<file path="src/rtl/serial_sub_pkg.sv">
// Shared types and helpers for the bit-serial subtractor.
package serial_sub_pkg;

    typedef enum logic [1:0] {
        IDLE  = 2'd0,
        SHIFT = 2'd1,
        DONE  = 2'd2
    } state_e;

    // Bit-counter width for a given operand width; never narrower than one bit.
    function automatic int unsigned cnt_width(input int unsigned width);
        return (width < 2) ? 1 : $clog2(width);
    endfunction

endpackage

</file>
<file path="src/rtl/full_subtractor.sv">
// Combinational full subtractor built from two chained half subtractors.
module full_subtractor (
    input  logic a,
    input  logic b,
    input  logic bin,
    output logic d,
    output logic bout
);

    logic d1;
    logic b1;
    logic b2;

    half_subtractor u_hs0 (
        .a   (a),
        .b   (b),
        .d   (d1),
        .bor (b1)
    );

    half_subtractor u_hs1 (
        .a   (d1),
        .b   (bin),
        .d   (d),
        .bor (b2)
    );

    assign bout = b1 | b2;

endmodule

</file>
<file path="src/rtl/half_subtractor.sv">
// Combinational half subtractor: d = a - b, bor = borrow out.
module half_subtractor (
    input  logic a,
    input  logic b,
    output logic d,
    output logic bor
);

    assign d   = a ^ b;
    assign bor = ~a & b;

endmodule

</file>
<file path="src/rtl/serial_subtractor.sv">
// Bit-serial unsigned subtractor, LSB first, with start/busy/done handshake.
// Define SERIAL_SUB_SAT_EN to clamp the result to zero when a < b.
module serial_subtractor
    import serial_sub_pkg::*;
#(
    parameter int unsigned WIDTH = 8
) (
    input  logic             clk,
    input  logic             rst,
    input  logic             start,
    input  logic [WIDTH-1:0] a,
    input  logic [WIDTH-1:0] b,
    output logic             busy,
    output logic             done,
    output logic [WIDTH-1:0] diff,
    output logic             bor
);

    localparam int unsigned CW = cnt_width(WIDTH);

    state_e           state_q;
    logic [WIDTH-1:0] sa_q;
    logic [WIDTH-1:0] sb_q;
    logic [WIDTH-1:0] res_q;
    logic             borrow_q;
    logic [CW-1:0]    cnt_q;
    logic             busy_q;
    logic             done_q;
    logic [WIDTH-1:0] diff_q;
    logic             bor_q;

    logic             d_c;
    logic             bo_c;
    logic [WIDTH-1:0] res_d;
    logic [WIDTH-1:0] final_d;
    logic             last_c;

    full_subtractor u_fs (
        .a    (sa_q[0]),
        .b    (sb_q[0]),
        .bin  (borrow_q),
        .d    (d_c),
        .bout (bo_c)
    );

    assign res_d  = {d_c, res_q[WIDTH-1:1]};
    assign last_c = (cnt_q == CW'(WIDTH - 1));

`ifdef SERIAL_SUB_SAT_EN
    assign final_d = bo_c ? '0 : res_d;
`else
    assign final_d = res_d;
`endif

    // FSM, datapath and registered outputs.
    always_ff @(posedge clk or posedge rst) begin
        if (rst) begin
            state_q  <= IDLE;
            sa_q     <= '0;
            sb_q     <= '0;
            res_q    <= '0;
            borrow_q <= 1'b0;
            cnt_q    <= '0;
            busy_q   <= 1'b0;
            done_q   <= 1'b0;
            diff_q   <= '0;
            bor_q    <= 1'b0;
        end else begin
            done_q <= 1'b0;
            case (state_q)
                IDLE, DONE: begin
                    if (start) begin
                        sa_q     <= a;
                        sb_q     <= b;
                        borrow_q <= 1'b0;
                        cnt_q    <= '0;
                        busy_q   <= 1'b1;
                        state_q  <= SHIFT;
                    end else begin
                        state_q  <= IDLE;
                    end
                end
                SHIFT: begin
                    res_q    <= res_d;
                    sa_q     <= {1'b0, sa_q[WIDTH-1:1]};
                    sb_q     <= {1'b0, sb_q[WIDTH-1:1]};
                    borrow_q <= bo_c;
                    cnt_q    <= cnt_q + CW'(1);
                    if (last_c) begin
                        diff_q  <= final_d;
                        bor_q   <= bo_c;
                        busy_q  <= 1'b0;
                        done_q  <= 1'b1;
                        state_q <= DONE;
                    end
                end
                default: begin
                    busy_q  <= 1'b0;
                    state_q <= IDLE;
                end
            endcase
        end
    end

    assign busy = busy_q;
    assign done = done_q;
    assign diff = diff_q;
    assign bor  = bor_q;

endmodule

</file>
<file path="config.mk">
export PLATFORM = sky130hd
export DESIGN_NAME = serial_subtractor
export DESIGN_NICKNAME = d
export VERILOG_FILES = /design/src/rtl/serial_sub_pkg.sv /design/src/rtl/full_subtractor.sv /design/src/rtl/half_subtractor.sv /design/src/rtl/serial_subtractor.sv
export SDC_FILE = /design/constraint.sdc
export NUM_CORES = 1
export LEC_CHECK = 0
export CORE_MARGIN = 2
export CORE_UTILIZATION = 56
export DETAILED_ROUTE_END_ITERATION = 8
export PLACE_DENSITY = 0.9
export SLEW_MARGIN = 5
export SYNTH_ARGS = -nofsm -noshare
export SYNTH_HDL_FRONTEND = slang
export SYNTH_HIERARCHICAL = 1
export SYNTH_SLANG_ARGS = --single-unit
export TNS_END_PERCENT = 100
</file>
<file path="constraint.sdc">
create_clock -name clk -period 4.7 [get_ports clk]
set_clock_uncertainty 0.15 [all_clocks]
set_input_delay 0.94 -clock clk [delete_from_list [all_inputs] [get_ports clk]]
set_output_delay 0.94 -clock clk [all_outputs]
set_load 0.05 [all_outputs]
</file>
# [Yosys cells after proc, flatten, opt, wreduce, memory -nomap -nowiden]
# Index checks and enable logic that the tools add are counted.
[classes] n_reduce_logical=6 n_eq_ne=5 bitwise=7 n_mux=16 n_addsub=1
[ops] op="$pmux 8 s2" count=2
[ops] op="$mux 8" count=2
[ops] op="$mux 1" count=6
[ops] op="$pmux 3 s2" count=1
[ops] op="$reduce_and 2->1" count=3
[ops] op="$ne 2x2->1 const B" count=2
[ops] op="$pmux 1 s2" count=2
[ops] op="$pmux 2 s2" count=1
[ops] op="$add 3x1->3 const B" count=1
[ops] op="$eq 3x3->1 const B" count=1
[ops] op="$mux 3" count=1
[ops] op="$and 1x1->1" count=2
[ops] op="$eq 2x1->1 const B" count=1
[ops] op="$eq 2x2->1 const B" count=1
[ops] op="$logic_not 2->1" count=1
[ops] op="$mux 2" count=1
[ops] op="$not 1->1" count=2
[ops] op="$reduce_bool 2->1" count=1
[ops] op="$reduce_or 2->1" count=1
[ops] op="$xor 1x1->1" count=2
[ops] op="$or 1x1->1" count=1
[totals] in_bits=19 out_inout_bits=11 word_cells=45 regBits=41

# [Logic depth before layout (Yosys ltp)]
[logic_depth] ltp_word=5 mapped_depth=8 mapped_depth_nobuf=8

# [By module]
# The synthesis kept the hierarchy.
[modules_own_cells] mod="serial_subtractor" area_per_inst_um2=1775.5 seq_area_each_um2=1001.0 n_inst=1 cells_per_inst=152
[modules_own_cells] mod="half_subtractor" area_per_inst_um2=20.0 seq_area_each_um2=0.0 n_inst=2 cells_per_inst=3
[modules_own_cells] mod="full_subtractor" area_per_inst_um2=6.3 seq_area_each_um2=0.0 n_inst=1 cells_per_inst=1

# [Least setup slack after synthesis]
# No wires, ideal clock.
[synth_path] path_type="input to register" from="in start" to="reg sa_q[4]" cell_stages=5 slack_ps=2732 n_path_buf=2 arrival_ps=1692 required_time_ps=4424 setup_ps=126 path_cell_list="buf_4 > nand2b_1 > buf_2 > and2_4 > a221o_1"
[synth_via] elab_chain_cells=2
[synth_lines] item="from (decl)" line_no="serial_subtractor.sv:10" source="input logic start,"
[synth_lines] item="$ne 2x2->1 (no source line)"
[synth_lines] item="$reduce_and 2->1 (no source line)"
[synth_lines] item="to (signal assigned)" line_no="serial_subtractor.sv:85" source="sa_q <= {1'b0, sa_q[WIDTH-1:1]};"
[synth_lines] item="to (decl)" line_no="serial_subtractor.sv:22" source="logic [WIDTH-1:0] sa_q;"
# No other way between the ends.
# A chain may end at the register's enable or synchronous reset.

# [Final worst setup path]
[layout_path] from="reg bor_q (netlist: bor)" to="out bor"
[layout_lines] item="from (decl)" line_no="serial_subtractor.sv:30" source="logic bor_q;"
[layout_lines] item="from (signal assigned)" line_no="serial_subtractor.sv:91" source="bor_q <= bo_c;"
[layout_lines] item="to (decl)" line_no="serial_subtractor.sv:16" source="output logic bor"
# No word-level cell between the ends.

==> run_results.csv <==
group,metric,value,unit
sta,hold_viol_final,0,
power_and_ir_drop,ir_worst_vdd,0.350,mV
global_route,grt_usage,0.213,
route,ant_nets,0,
worst_setup_path,criticalPathCategory,"reg -> out",
power_and_ir_drop,power_density,711,nW/µm²
worst_setup_path,crit_family,"buffers and inverters",
global_route,antenna_found_initial,0,
die,die_y,61.0,µm
cells_and_area,utilization,0.711,
sta,max_freq,381,MHz
clocking,clk_latency,0.36,ns
placed_design,place.gp.congestion,0.752,
die,start_util,0.592,
run,drv_cap,0,
route,met3_wirelength,129,µm
cells_and_area,synthToLayoutAreaGrowth,20.2,%
clocking,cts_repair_resize_count,0,
clocking,cts.path.max_buffers,2,
route,dr.pass1.iters,4,
global_route,grt_max_degree,41,
synthesis,synth_top_area_cell,"dfrtp_1",
sta,slew_headroom,0.418,
sta,setup_ws,2.07,ns
sta,holdWs,0.344,ns
power_and_ir_drop,leakagePower,1.05,nW
run_status,status,"finished clean",
route,drt-total-wl,3350,µm
sta,tightest_slew,0.873,ns
synthesis,synth-edff-count,0,
worst_setup_path,max_stage_delay,0.81,ns
synthesis,postSynthCellCount,159,
route,viasPerCell,5.27,
synthesis,synth_warnings,6,
power_and_ir_drop,p_total,1.56,mW
route,drt_iter0_drc,43,
cells_and_area,final_cells,232,
cells_and_area,layout-drive-gt1-share,0.170,
route,wl_met1,1450,µm
route,wl_met2,1710,µm
sta,setup_viol,0,
die,dieArea,3730,µm²
synthesis,synth-seq-area-share,0.549,
cells_and_area,num-fill-cells,244,
synthesis,synth_flop_cell,"dfrtp_1",
placed_design,detailedPlace.worstSlack,1.70,ns
synthesis,ys_types,29,
clocking,htreeDepth,2,
cells_and_area,fin_area,2190,µm²
worst_setup_path,arrival,1.54,ns
sta,slew_viol_final,0,
die,die_w,61.0,µm
worst_setup_path,path_cells,"clkdlybuf4s50_1",
die,rows,20,
worst_setup_path,path_buf_inv,1,
worst_hold_path,hold_path_class,"reg -> reg",
clocking,clkTransAtPathRegs,0.12,ns
synthesis,syn_nets,182,
die,ios,30,
worst_setup_path,crit_slowest_cell,"clkdlybuf4s50_1",
sta,rsz0062_at_grt,"false",
sta,setup-tns-final,0,ns
clocking,cts_hold_buf,0,
worst_setup_path,crit_fanout,2,
cells_and_area,n_antenna_cell,0,
sta,period_minus_slack,2.63,ns
worst_setup_path,cp.required,3.61,ns
clocking,postCtsSetupBuffers,0,
placed_design,port-buffer-count,29,
placed_design,dpl-instance-area,2110,µm²
clocking,root_buffer,"clkbuf_4",
die,core_area,3080,µm²
global_route,grt_pass1_vias,1284,
route,drc_errors,0,
synthesis,ys_top_cells_by_area,"dfrtp_1, mux2_4, a21oi_2",
clocking,clock-sinks,40,
sta,min_period_over_period,0.559,
cells_and_area,layout.nets,210,
synthesis,ys_ff_latch,40,
synthesis,synth_top_area_frac,0.549,
placed_design,dp_hpwl,2410,µm
route,vias,1222,
route,wire_per_inst,14.4,µm
clocking,cts_tree,"built",
route,dr.max_layer_used,"met4",
synthesis,syn_area,1820,µm²
worst_setup_path,end_kind,"output pin",
synthesis,synth.avg_cell_area,11.5,µm²
clocking,numCtsBuffers,5,
placed_design,dp.cells,224,
worst_setup_path,start_kind,"flop",
global_route,grt_pass1_wl,5710,µm
synthesis,async_reset_ff_frac,1.00,
global_route,grt_overflow,0,
flip-flops by register name (all words and copies together) (netlist names), 2 cells and up:
name,flops
cnt_q,3
sb_q,8
sa_q,8
state_q,2
diff,8
res_q,7
final cells by class:
class	instances	area [µm²]	area share
clock buffer	6	41.3	0.0189
tap	44	55.1	0.0251
clock inverter	2	35.0	0.0160
timing repair buffer	30	298	0.136
inverter	19	76.3	0.0349
multi-input combinational	91	683	0.312
sequential	40	1000	0.457
Yosys cell counts, types with 2 or more instances:
library cell / count
o22ai_1: 11
nor2_1: 3
nor2b_1: 2
dfrtp_1: 40
buf_2: 4
nand2_1: 22
a22o_1: 3
ha_1: 4
buf_4: 2
buf_6: 2
a21oi_1: 3
inv_1: 17
mux2_1: 3
mux2i_1: 3
nand2b_1: 2
nand3_1: 3
mux2_4: 9
a21oi_2: 10
o21ai_1: 5
a211oi_1: 2
routing by layer:
layer  GRT usage  vias up
met3      0.0441        7
met1       0.255      598
met5           0        -
met4      0.0776        0
met2       0.377       29
li1            -      588
logic make-up (layout without fill, tap and decap cells):
group | count (synthesis) | in the layout | share of synthesized area
AOI/OAI and AO/OA | 35 | 35 | 0.136
and+or+nand+nor | 37 | 37 | 0.102
adders and majority gates | 4 | 4 | 0.0275
muxes | 15 | 15 | 0.109
DFF | 40 | 40 | 0.549
buffers and inverters | 28 | 57 | 0.0755
power by group:
group	switching [mW]	internal, mW	total, mW
Sequential	0.115	0.499	0.614
Clock	0.110	0.112	0.222
Combinational	0.413	0.308	0.721
placed cells by master, fill, tap and decap left out, drive strengths merged:
master and n:
mux2 12, nor2b 3, a211oi 2, o21ai 5
buf 1, dfrtp 40, inv 19, clkdlybuf4s50 29
a221o 1, nand2 23, nand2b 2, bufinv 1
nand3 3, and2 1, nor2 3, and3b 1
clkbuf 6, a22o 3, or2 1, a21oi 13
mux2i 3, o22ai 11, ha 4, clkinv 1
worst paths after layout:
path                                 start    endpoint  depth (start not counted)  slack, ns
worst max-delay path                   bor         bor                          1       2.07
worst min-delay path              res_q[7]    res_q[6]                          2       0.34
worst min register to register    res_q[7]    res_q[6]                          2       0.34
min in group asynchronous              rst  state_q[0]                          3       0.84
worst max register to register  state_q[0]     sa_q[4]                          3       2.50
max in group asynchronous              rst     sb_q[1]                          3       3.21
(Power assumes the default switching activity.)
